### src/rtl/perf_ovf_irq.sv
// Overflow tracker for the generic performance counters: latches per-counter OF flags on wrap
// and drives the local-counter-overflow interrupt (LCOFI) pending bit, cause index and total.
module perf_ovf_irq #(
  parameter int unsigned NumCounters = 6,
  parameter int unsigned CntWidth    = 64
) (
  input  logic                            clk_i,
  input  logic                            rst_ni,
  input  logic                            debug_mode_i,
  input  logic [NumCounters*CntWidth-1:0] cnt_val_i,
  input  logic [NumCounters-1:0]          cnt_inc_i,
  input  logic [NumCounters-1:0]          cnt_wr_i,
  input  logic                            of_we_i,
  input  logic [NumCounters-1:0]          of_wdata_i,
  output logic [NumCounters-1:0]          of_o,
  input  logic                            lcofip_clr_i,
  input  logic                            lcofie_i,
  output logic                            lcofip_o,
  output logic                            irq_o,
  output logic [2:0]                      ovf_idx_o,
  output logic [7:0]                      ovf_total_o
);

  typedef enum logic [0:0] {StIdle, StPend} state_e;

  state_e                 state_q;
  logic [NumCounters-1:0] of_q, of_d;
  logic [NumCounters-1:0] wrap, qual;
  logic                   any_qual;
  logic [2:0]             qual_idx;
  logic [2:0]             idx_q;
  logic [7:0]             total_q;

  always_comb begin
    wrap = '0;
    for (int unsigned i = 0; i < NumCounters; i++) begin
      wrap[i] = cnt_inc_i[i] & (cnt_val_i[i*CntWidth +: CntWidth] == {CntWidth{1'b1}}) &
                ~cnt_wr_i[i] & ~debug_mode_i;
    end
  end

  // A wrap on a counter whose OF is already set is silent.
  assign qual     = wrap & ~of_q;
  assign any_qual = |qual;

  // Walk from the top so the lowest set index wins.
  always_comb begin
    qual_idx = '0;
    for (int i = int'(NumCounters) - 1; i >= 0; i--) begin
      if (qual[i]) qual_idx = 3'(i);
    end
  end

  // Hardware set wins over a same-cycle software write so no overflow is lost.
  always_comb begin
    of_d = of_q;
    for (int unsigned i = 0; i < NumCounters; i++) begin
      if (qual[i])      of_d[i] = 1'b1;
      else if (of_we_i) of_d[i] = of_wdata_i[i];
    end
  end

  always_ff @(posedge clk_i or negedge rst_ni) begin
    if (!rst_ni) begin
      state_q <= StIdle;
      of_q    <= '0;
      idx_q   <= '0;
      total_q <= '0;
    end else begin
      of_q <= of_d;
      if (any_qual && (total_q != 8'hFF)) total_q <= total_q + 8'd1;
      unique case (state_q)
        StIdle: begin
          if (any_qual) begin
            state_q <= StPend;
            idx_q   <= qual_idx;
          end
        end
        StPend: begin
          // First cause is retained until software clears; a clear racing a new
          // overflow keeps the interrupt pending with the new cause.
          if (lcofip_clr_i) begin
            if (any_qual) idx_q <= qual_idx;
            else          state_q <= StIdle;
          end
        end
        default: state_q <= StIdle;
      endcase
    end
  end

  assign of_o        = of_q;
  assign lcofip_o    = (state_q == StPend);
  assign irq_o       = lcofip_o & lcofie_i;
  assign ovf_idx_o   = idx_q;
  assign ovf_total_o = total_q;

endmodule

### config.mk
export PLATFORM = sky130hd
export DESIGN_NAME = perf_ovf_irq
export DESIGN_NICKNAME = d
export VERILOG_FILES = /design/src/rtl/perf_ovf_irq.sv
export SDC_FILE = /design/constraint.sdc
export NUM_CORES = 1
export LEC_CHECK = 0
export BUFFER_PORTS_ARGS = -buffer_cell sky130_fd_sc_hd__buf_2
export CAP_MARGIN = 20
export CORE_AREA = 2 2 167 169
export CTS_BUF_LIST = sky130_fd_sc_hd__clkbuf_4 sky130_fd_sc_hd__clkbuf_8 sky130_fd_sc_hd__clkbuf_16
export DETAILED_ROUTE_END_ITERATION = 16
export DIE_AREA = 0 0 169 171
export PLACE_DENSITY = 0.38
export RECOVER_POWER = 25
export SETUP_SLACK_MARGIN = 0.4
export SLEW_MARGIN = 10
export SYNTH_ARGS = -nofsm -noshare
export SYNTH_HDL_FRONTEND = slang
export SYNTH_SLANG_ARGS = --single-unit
### constraint.sdc
create_clock -name clk_i -period 3 [get_ports clk_i]
set_input_delay 0.15 -clock clk_i [delete_from_list [all_inputs] [get_ports clk_i]]
set_output_delay 0.15 -clock clk_i [all_outputs]
set_load 0.1 [all_outputs]
==> results of run 1 <==
==> stage by stage <==
step / std cells / instance area, µm² / hold slack [ns] / setup WS, ns
floorplan: 232 / 1780 / -0.146 / 0.411
global placement: 1004 / 4350 / 0.179 / 0.538
detailed placement: 1004 / 4350 / 0.180 / 0.540
CTS: 1009 / 4450 / 0.0798 / 0.516
global route: 1011 / 4470 / 0.0966 / 0.391
finish: 1013 / 4470 / 0.0857 / 0.690
==> routing by layer <==
layer | GRT usage (%) | vias to the layer above
met5 | 0 | -
met4 | 4.05 | 0
met3 | 1.20 | 16
met2 | 20.5 | 268
met1 | 9.61 | 1651
li1 | - | 1862
==> where the power goes <==
part           switching (mW)  internal [mW]  leakage [nW]  total (mW)
logic                   0.180          0.213          1.97       0.393
clock network           0.134          0.205        0.0442       0.339
registers             0.00729          0.250         0.228       0.258
==> sequential cells by signal, indices dropped and copies added, names as in the netlist <==
name         flops
ovf_total_o      8
ovf_idx_o        3
of_o             6
lcofip_o         1
==> timing repair <==
action                                 CTS  global route
hold buffers                             1             0
resized for setup                        0             2
endpoints found under the hold margin   18             0
setup endpoints to repair                0             4
buffers inserted                         0             0
==> area by class of cell <==
class / count / area share, %
diodes: 4 / 0.224
clock buffers: 4 / 1.99
inverters: 4 / 0.336
multi-input cells: 209 / 29.6
flip-flops and latches: 18 / 10.1
well taps: 346 / 9.68
repair buffers: 428 / 48.0
==> how the worst max path moves through the flow <==
stage                   startpoint                    endpoint  slack (ns)  cells after the start
6_report       of_o[2]$_DFFE_PN0P_  ovf_total_o[3]$_DFFE_PN0P_        0.69                      7
4_1_cts        of_o[1]$_DFFE_PN0P_  ovf_total_o[6]$_DFFE_PN0P_        0.52                      7
5_1_grt        of_o[2]$_DFFE_PN0P_  ovf_total_o[5]$_DFFE_PN0P_        0.39                      7
3_3_place_gp   of_o[1]$_DFFE_PN0P_  ovf_total_o[7]$_DFFE_PN0P_        0.54                      7
3_5_place_dp   of_o[1]$_DFFE_PN0P_  ovf_total_o[6]$_DFFE_PN0P_        0.54                      7
2_1_floorplan  of_o[2]$_DFFE_PN0P_  ovf_total_o[6]$_DFFE_PN0P_        0.41                      7
==> cell usage in the layout (no fill, tap or decap), types with 6 or more instances in the layout <==
master / synthesis / routed
nor2_1: 18 / 18
buf_2: 0 / 425
nand2_1: 15 / 15
nand4_1: 95 / 95
nor4_1: 18 / 18
dfrtp_1: 18 / 17
nor3_1: 9 / 9
nand4b_1: 6 / 6
==> cell families (layout without fill, tap and decap cells) <==
kind of cell | after synthesis | in the layout | synth area share (%)
simple gates | 181 | 181 | 59.9
compound gates | 17 | 17 | 7.66
flops | 18 | 18 | 25.3
mux | 5 | 5 | 2.95
other cells | 0 | 4 | 0
fa+ha+maj | 1 | 1 | 0.703
buf+inv | 5 | 436 | 1.05
xor+xnor | 5 | 5 | 2.46
==> run_results.csv, run 1 <==
group,metric,value,unit
drt,dr.max_layer_used,"met4",
timing,period_needed,2.31,ns
global_route,grt_overflow,0,
pwr,p_leak,2.25,nW
drt,firstDrtPassIters,4,
die,io_pins,427,
synthesis,seq_area_frac_synth,25.3,%
synthesis,yosys-top-cells-area,"nand4_1 (33%), dfrtp_1 (25%), nor4_1 (6.3%), nor2_1 (3.8%), nand2_1 (3.2%)",
synthesis,synth_most_common_cell,"nand4_1",
global_route,antenna_found_initial,4,
timing,relSlewSlack,13.1,%
global_route,grt_pass1_vias,3761,
critical_path,regToRegStartpoint,"of_o[2]$_DFFE_PN0P_",
critical_path,reg2reg_to,"ovf_total_o[3]$_DFFE_PN0P_",
pwr,ir_worst_vdd,0.163,mV
drt,wl_per_cell,15.5,µm
die,die_area,0.0289,mm²
worst_hold_path,hold_path_end,"of_o[2]$_DFFE_PN0P_",
drt,ant_nets,0,
finish,drive_gt1_share,66.2,%
synthesis,async_flop_share,100,%
synthesis,synthFlopType,"dfrtp_1",
timing,fin_skew,0.00805,ns
worst_hold_path,hold_class,"input pin to flop",
synthesis,ys_types,35,
cts,clkLatencyLatePin,0.27,ns
finish,final_nets,1073,
die,start_util,6.52,%
critical_path,cp.buffers_inverters,0,
critical_path,cp_slowest_stage_delay,0.46,ns
critical_path,cp_cell_sequence,"or4b_1, nor4_1, nand3_1, o22ai_4, o31ai_1, nor3_1, xor2_1",
drt,drt-vias-per-instance,3.75,
worst_hold_path,min_path_cells,2,
finish,regArea,452,µm²
timing,tightest_slew,1.30,ns
timing,grt_setup_unrepaired,"true",
synthesis,synth_edf_count,0,
run,drv_cap,0,
critical_path,cp_slowest_cell,"or4b_1",
critical_path,reg2reg_depth,7,
drt,dr_wl_met3,1240,µm
drt,wl_met2,8450,µm
timing,maxSlewViolCount,0,
synthesis,synth_warnings,0,
worst_hold_path,worstHoldStart,"of_wdata_i[2]",
cts,cts_root_buffer,"clkbuf_16",
synthesis,synth_nets,641,
timing,fmax,433,MHz
global_route,grt_max_degree,19,
drt,drc,0,
die,die_w,169,µm
synthesis,syn_area,0.00178,mm²
drt,route.vias.total,3797,
drt,wl_met1,5670,µm
timing,finalCritPeriodShare,77.0,%
pwr,p_per_area,221,mW/mm²
critical_path,crit_type,"flop to flop",
synthesis,synthTopCellsByCount,"nand4_1 (95), dfrtp_1 (18), nor2_1 (18), nor4_1 (18), nand2_1 (15)",
drt,drtIter0Drc,81,
finish,nFillCells,3160,
synthesis,ys_ff_latch,18,
synthesis,synthCells,232,
timing,finalSetupViolations,0,
synthesis,syn_avg_cell_area,7.67,µm²
finish,area_delta_synth_final,151,%
critical_path,r2r_slack,0.69,ns
cts,cts_buffers,3,
critical_path,start_kind,"flop",
synthesis,yosysTopAreaCellShare,33.4,%
timing,finalHoldViolations,0,
critical_path,critPathTopFamily,"simple AND/OR/NAND/NOR gates",
critical_path,required,3.19,ns
finish,post-route-util,16.4,%
cts,tritoncts,"done",
finish,multi_input_area,0.00133,mm²
synthesis,synth_top_cell_by_area,"nand4_1",
cts,clk_pin_slew,0.07,ns
critical_path,end_kind,"flop",
cts,cts_max_level,1,
place,hpwl,14200,µm
global_route,grt_usage,9.82,%
place,port-buffer-count,426,
die,placeableCoreArea,0.0273,mm²
place,place_congestion,0.781,
timing,fin_tns_setup,0,ns
cts,clockBufferDepth,2,
drt,drt-total-wl,15700,µm
pwr,power,989,µW
die,std_cell_rows,61,
critical_path,cp_max_fo,6,
die,die_h,171,µm
global_route,grt_pass1_wl,20600,µm
outcome,status,"finished clean",
critical_path,critPathArrivalTime,2.50,ns
cts,cts_sinks,18,
Note: power is estimated with default switching activity, not from simulation.
==> run 2: changes to the inputs <==
--- a/config.mk
+++ b/config.mk
@@ -7,11 +7,11 @@
 export LEC_CHECK = 0
 export BUFFER_PORTS_ARGS = -buffer_cell sky130_fd_sc_hd__buf_2
 export CAP_MARGIN = 20
-export CORE_AREA = 2 2 167 169
+export CORE_AREA = 2 2 164 166
 export CTS_BUF_LIST = sky130_fd_sc_hd__clkbuf_4 sky130_fd_sc_hd__clkbuf_8 sky130_fd_sc_hd__clkbuf_16
 export DETAILED_ROUTE_END_ITERATION = 16
-export DIE_AREA = 0 0 169 171
-export PLACE_DENSITY = 0.38
+export DIE_AREA = 0 0 166 168
+export PLACE_DENSITY = 0.4
 export RECOVER_POWER = 25
 export SETUP_SLACK_MARGIN = 0.4
 export SLEW_MARGIN = 10
==> constraint.sdc (replaced) <==
create_clock -name clk_i -period 1.9 [get_ports clk_i]
set_input_delay 0.095 -clock clk_i [delete_from_list [all_inputs] [get_ports clk_i]]
set_output_delay 0.095 -clock clk_i [all_outputs]
set_load 0.1 [all_outputs]
==> run 2 against run 1 <==
The flow now finishes with violations (setup timing). Clock power rose by 50%. Largest cell class unchanged. Clock skew increased by 0.0061 ns. Largest power group unchanged. Wire length hardly changed. Utilization grew 1.7 points. Critical path type unchanged.
==> run_results.csv, run 2 (same netlist as run 1, synthesis figures left out) <==
group,metric,value,unit
drt,wl_per_cell,15.3,µm
timing,fin_tns_setup,-1.65,ns
global_route,grt_usage,10.5,%
global_route,grt_max_degree,19,
pwr,power,1.56,mW
critical_path,required,2.08,ns
timing,relSlewSlack,20.4,%
finish,drive_gt1_share,71.2,%
critical_path,r2r_slack,-0.23,ns
critical_path,cp_slowest_cell,"or4b_4",
timing,layout_setup_ws,-0.231,ns
die,std_cell_rows,60,
die,die_area,0.0279,mm²
pwr,p_per_area,327,mW/mm²
global_route,met2_usage,20.7,%
timing,fin_skew,0.0142,ns
finish,post-route-util,18.1,%
finish,area_delta_synth_final,168,%
critical_path,cp_max_fo,4,
drt,drtIter0Drc,110,
timing,finalHoldViolations,0,
finish,final_cell_mix,"buf_2 (425), nand4_1 (95), buf_4 (20)",
die,io_pins,427,
cts,cts_root_buffer,"clkbuf_16",
outcome,status,"complete, but fails checks",
place,pre_cts_slack,-0.376,ns
critical_path,cp_slowest_stage_delay,0.50,ns
critical_path,end_kind,"flop",
critical_path,crit_type,"flop to flop",
outcome,violations,"setup timing",
drt,route.vias.total,3911,
timing,finalSetupViolations,10,
cts,clkLatencyLatePin,0.26,ns
finish,layout_commonest_cell,"buf_2",
global_route,grt_pass1_vias,3963,
cts,cts_max_level,1,
worst_hold_path,hold_class,"input pin to flop",
cts,clockBufferDepth,2,
finish,largest_reg_flops,8,
drt,drc,0,
global_route,grt_pass1_wl,22000,µm
critical_path,start_kind,"flop",
timing,grt_setup_unrepaired,"true",
global_route,grt_busiest_layer,"met2",
die,die_h,168,µm
critical_path,critPathArrivalTime,2.31,ns
timing,maxSlewViolCount,0,
timing,tightest_slew,1.19,ns
cts,cts_buffers,3,
die,die_w,166,µm
cts,clk_pin_slew,0.07,ns
timing,period_needed,2.13,ns
global_route,grt_overflow,0,
place,port-buffer-count,426,
pwr,p_leak,2.38,nW
run,drv_cap,0,
drt,drt-total-wl,15700,µm
drt,firstDrtPassIters,4,
drt,drt-vias-per-instance,3.80,
pwr,ir_worst_vdd,0.253,mV
place,place_congestion,0.779,
die,placeableCoreArea,0.0264,mm²
drt,ant_nets,0,
die,start_util,6.76,%
cts,tritoncts,"done",
timing,finalCritPeriodShare,112,%
timing,fmax,469,MHz
critical_path,cp_cell_sequence,"or4b_4, nor4_4, nand3_2, o22ai_2, buf_6, nor3_4, or3_1, mux2i_1",
cts,cts_sinks,18,
global_route,use_met3,1.53,%
place,hpwl,14400,µm
global_route,antenna_found_initial,2,
finish,final_nets,1095,
global_route,grt_util_met1,11.5,%
-- run 2: cell type report --
cell class | instances | area, µm²
Sequential cell | 18 | 470
Multi-Input combinational cell | 209 | 1430
Tap cell | 341 | 427
Timing Repair Buffer | 450 | 2330
Clock buffer | 4 | 88.8
Inverter | 4 | 15.0
Fill cell | 3057 | 21600
Antenna cell | 2 | 5.00
-- run 2: timing repair --
action | CTS | global route
hold endpoints to repair | 18 | 0
cloned | 0 | 0
setup endpoints to repair | 14 | 16
buffers inserted | 1 | 3
resized for setup | 9 | 13
hold buffers | 1 | 0
pin swaps | 4 | 6
-- run 2: routing by layer --
layer  vias up  wire [µm]
li1       1901          -
met1      1755       5780
met2       242       8340
met3        13       1280
met4         0        291
met5         -          0
-- run 2: critical path, delay by kind of cell (launching register included) --
family | cells | cell delay [ns]
AND/OR/NAND/NOR | 5 | 1.18
multiplexers | 1 | 0.12
buffers and inverters | 1 | 0.14
flip-flops | 1 | 0.48
AO/OA/AOI/OAI | 1 | 0.13
-- run 2: stage by stage --
stage	hold WS [ns]	area [µm²]	cells
after global placement	0.114	4520	1017
after floorplan	-0.201	1810	232
after detailed placement	0.113	4520	1017
after global routing	0.0496	4770	1028
after CTS	0.0343	4670	1023
final	0.0439	4770	1028
-- run 2: power by group --
part	switching [mW]	internal, mW	leakage (nW)	total, mW
combinational	0.291	0.352	2.12	0.643
sequential	0.0101	0.399	0.214	0.409
clock	0.188	0.322	0.0442	0.510
total	0.489	1.07	2.38	1.56
-- run 2: path summary, 6_finish.rpt --
check / endpoint / cells after the start / start
setup / recovery: ovf_total_o[7]$_DFFE_PN0P_ / 8 / of_o[2]$_DFFE_PN0P_
hold / removal: of_o[3]$_DFFE_PN0P_ / 2 / of_wdata_i[3]
setup reg to reg: ovf_total_o[7]$_DFFE_PN0P_ / 8 / of_o[2]$_DFFE_PN0P_
hold reg to reg: ovf_idx_o[0]$_DFFE_PN0P_ / 1 / ovf_idx_o[0]$_DFFE_PN0P_
max in group asynchronous: of_o[2]$_DFFE_PN0P_ / 2 / rst_ni
min in group asynchronous: ovf_total_o[0]$_DFFE_PN0P_ / 2 / rst_ni
==> run 3: changes to the inputs <==
--- a/config.mk
+++ b/config.mk
@@ -12,7 +12,6 @@
 export DETAILED_ROUTE_END_ITERATION = 16
 export DIE_AREA = 0 0 166 168
 export PLACE_DENSITY = 0.4
-export RECOVER_POWER = 25
 export SETUP_SLACK_MARGIN = 0.4
 export SLEW_MARGIN = 10
 export SYNTH_ARGS = -nofsm -noshare
==> run 3 against run 2 <==
Critical path type unchanged. Highest routed layer unchanged. Sequential cell count stayed put. Largest cell class unchanged. Global-route usage stayed put. The flow still finishes with violations (setup timing). Critical path depth stayed put. Critical endpoint unchanged.
==> run_results.csv, run 3 (same netlist as run 1, synthesis figures left out) <==
group,metric,value,unit
critical_path,cp.buffers_inverters,1,
critical_path,critPathArrivalTime,2.31,ns
drt,route.vias.total,3900,
global_route,grt_pass1_vias,3963,
timing,period_needed,2.13,ns
die,die_area,0.0279,mm²
finish,fin_cells,1028,
cts,clockBufferDepth,2,
timing,tightest_slew,0.632,ns
die,placeableCoreArea,0.0264,mm²
finish,final_nets,1095,
run,drv_cap,0,
timing,fin_tns_setup,-1.67,ns
timing,layout_setup_ws,-0.231,ns
timing,grt_setup_unrepaired,"true",
place,place_congestion,0.779,
finish,regArea,470,µm²
cts,tritoncts,"done",
pwr,p_int,1.07,mW
pwr,sw_frac_of_total,31.2,%
drt,drc,0,
finish,final_cell_mix,"buf_2 (426), nand4_1 (95), buf_4 (20)",
pwr,p_per_area,327,mW/mm²
timing,relSlewSlack,57.6,%
timing,finalCritPeriodShare,112,%
critical_path,cp_slowest_stage_delay,0.50,ns
finish,post-route-util,18.1,%
cts,clk_pin_slew,0.07,ns
pwr,clockPowerShare,32.6,%
timing,finalSetupViolations,10,
critical_path,critPathTopFamily,"simple AND/OR/NAND/NOR gates",
pwr,p_seq_share,26.2,%
cts,clkLatencyLatePin,0.26,ns
outcome,violations,"setup timing",
die,start_util,6.76,%
outcome,status,"complete, but fails checks",
drt,drtIter0Drc,113,
cts,cts_root_buffer,"clkbuf_16",
critical_path,r2r_slack,-0.23,ns
critical_path,cp_cell_sequence,"or4b_4, nor4_4, nand3_2, o22ai_2, buf_6, nor3_4, or3_1, mux2i_1",
global_route,grt_max_degree,19,
cts,cts_sinks,18,
pwr,p_comb_share,41.2,%
finish,nFillCells,3057,
drt,wl_per_cell,15.3,µm
finish,drive_gt1_share,71.4,%
drt,drt-total-wl,15700,µm
global_route,antenna_found_initial,2,
critical_path,required,2.08,ns
timing,finalHoldViolations,0,
finish,largest_reg_flops,8,
die,die_w,166,µm
global_route,grt_pass1_wl,22000,µm
critical_path,start_kind,"flop",
die,die_h,168,µm
place,hpwl,14400,µm
finish,layout_commonest_cell,"buf_2",
critical_path,cp_max_fo,4,
critical_path,cp_slowest_cell,"or4b_4",
drt,drt-vias-per-instance,3.79,
cts,cts_max_level,1,
cts,cts_buffers,3,
pwr,power.switching,487,µW
drt,ant_nets,0,
timing,maxSlewViolCount,0,
drt,firstDrtPassIters,4,
critical_path,end_kind,"flop",
place,dp.cells,1017,
die,std_cell_rows,60,
critical_path,crit_type,"flop to flop",
place,port-buffer-count,426,
pwr,p_leak,2.38,nW
global_route,grt_overflow,0,
timing,fin_skew,0.0146,ns
finish,area_delta_synth_final,168,%
pwr,ir_worst_vdd,0.253,mV
worst_hold_path,hold_class,"input pin to flop",
finish,multi_input_area,0.00143,mm²
timing,fmax,469,MHz
pwr,power,1.56,mW
die,io_pins,427,
global_route,grt_usage,10.5,%
-- run 3: cell count changes in the layout (fill, tap and decap cells not counted) --
cell and delta:
clkbuf_1 -1, buf_2 +1
-- run 3: what timing repair did --
action / in CTS / in global routing
hold endpoints to repair: 18 / 0
buffers inserted: 1 / 3
endpoints found under the setup margin: 14 / 16
hold buffers: 1 / 0
gates resized for setup: 9 / 13
pin swaps: 4 / 6
-- run 3: path summary, 6_finish.rpt --
kind / start / cells after the start / endpoint
max reg2reg: of_o[2]$_DFFE_PN0P_ / 8 / ovf_total_o[7]$_DFFE_PN0P_
max in group asynchronous: rst_ni / 2 / of_o[1]$_DFFE_PN0P_
min: of_wdata_i[3] / 2 / of_o[3]$_DFFE_PN0P_
min in group asynchronous: rst_ni / 2 / ovf_idx_o[0]$_DFFE_PN0P_
min reg2reg: ovf_idx_o[0]$_DFFE_PN0P_ / 1 / ovf_idx_o[0]$_DFFE_PN0P_
max: of_o[2]$_DFFE_PN0P_ / 8 / ovf_total_o[7]$_DFFE_PN0P_
-- run 3: cell type report --
class | count | area share, %
multi-input cells | 209 | 30.0
repair buffers | 450 | 48.9
inverters | 4 | 0.314
diodes | 2 | 0.105
clock buffers | 4 | 1.86
well taps | 341 | 8.94
flip-flops and latches | 18 | 9.85
-- run 3: stage by stage --
stage	cell area [µm²]	hold WS [ns]	setup slack, ns
4_1_cts	4670	0.0343	-0.313
3_5_place_dp	4520	0.113	-0.376
5_1_grt	4770	0.0496	-0.369
3_3_place_gp	4520	0.114	-0.351
2_1_floorplan	1810	-0.201	-0.368
6_report	4770	0.0440	-0.231
-- run 3: routing by layer --
metal | track usage, % | share of wire, % | vias up
li1 | - | - | 1899
met1 | 11.5 | 37 | 1748
met2 | 20.7 | 53 | 240
met3 | 1.53 | 8.2 | 13
met4 | 3.18 | 1.9 | 0
met5 | 0 | 0 | -
-- run 3: power groups by stage --
| stage | logic (mW) | clock network (mW) | registers [mW] |
|---|---|---|---|
| floorplan | 0.0567 | 0 | 0.502 |
| global placement | 0.635 | 0 | 0.415 |
| detailed placement | 0.638 | 0 | 0.416 |
| CTS | 0.643 | 0.541 | 0.409 |
| global route | 0.697 | 0.551 | 0.411 |
| finish | 0.643 | 0.508 | 0.409 |
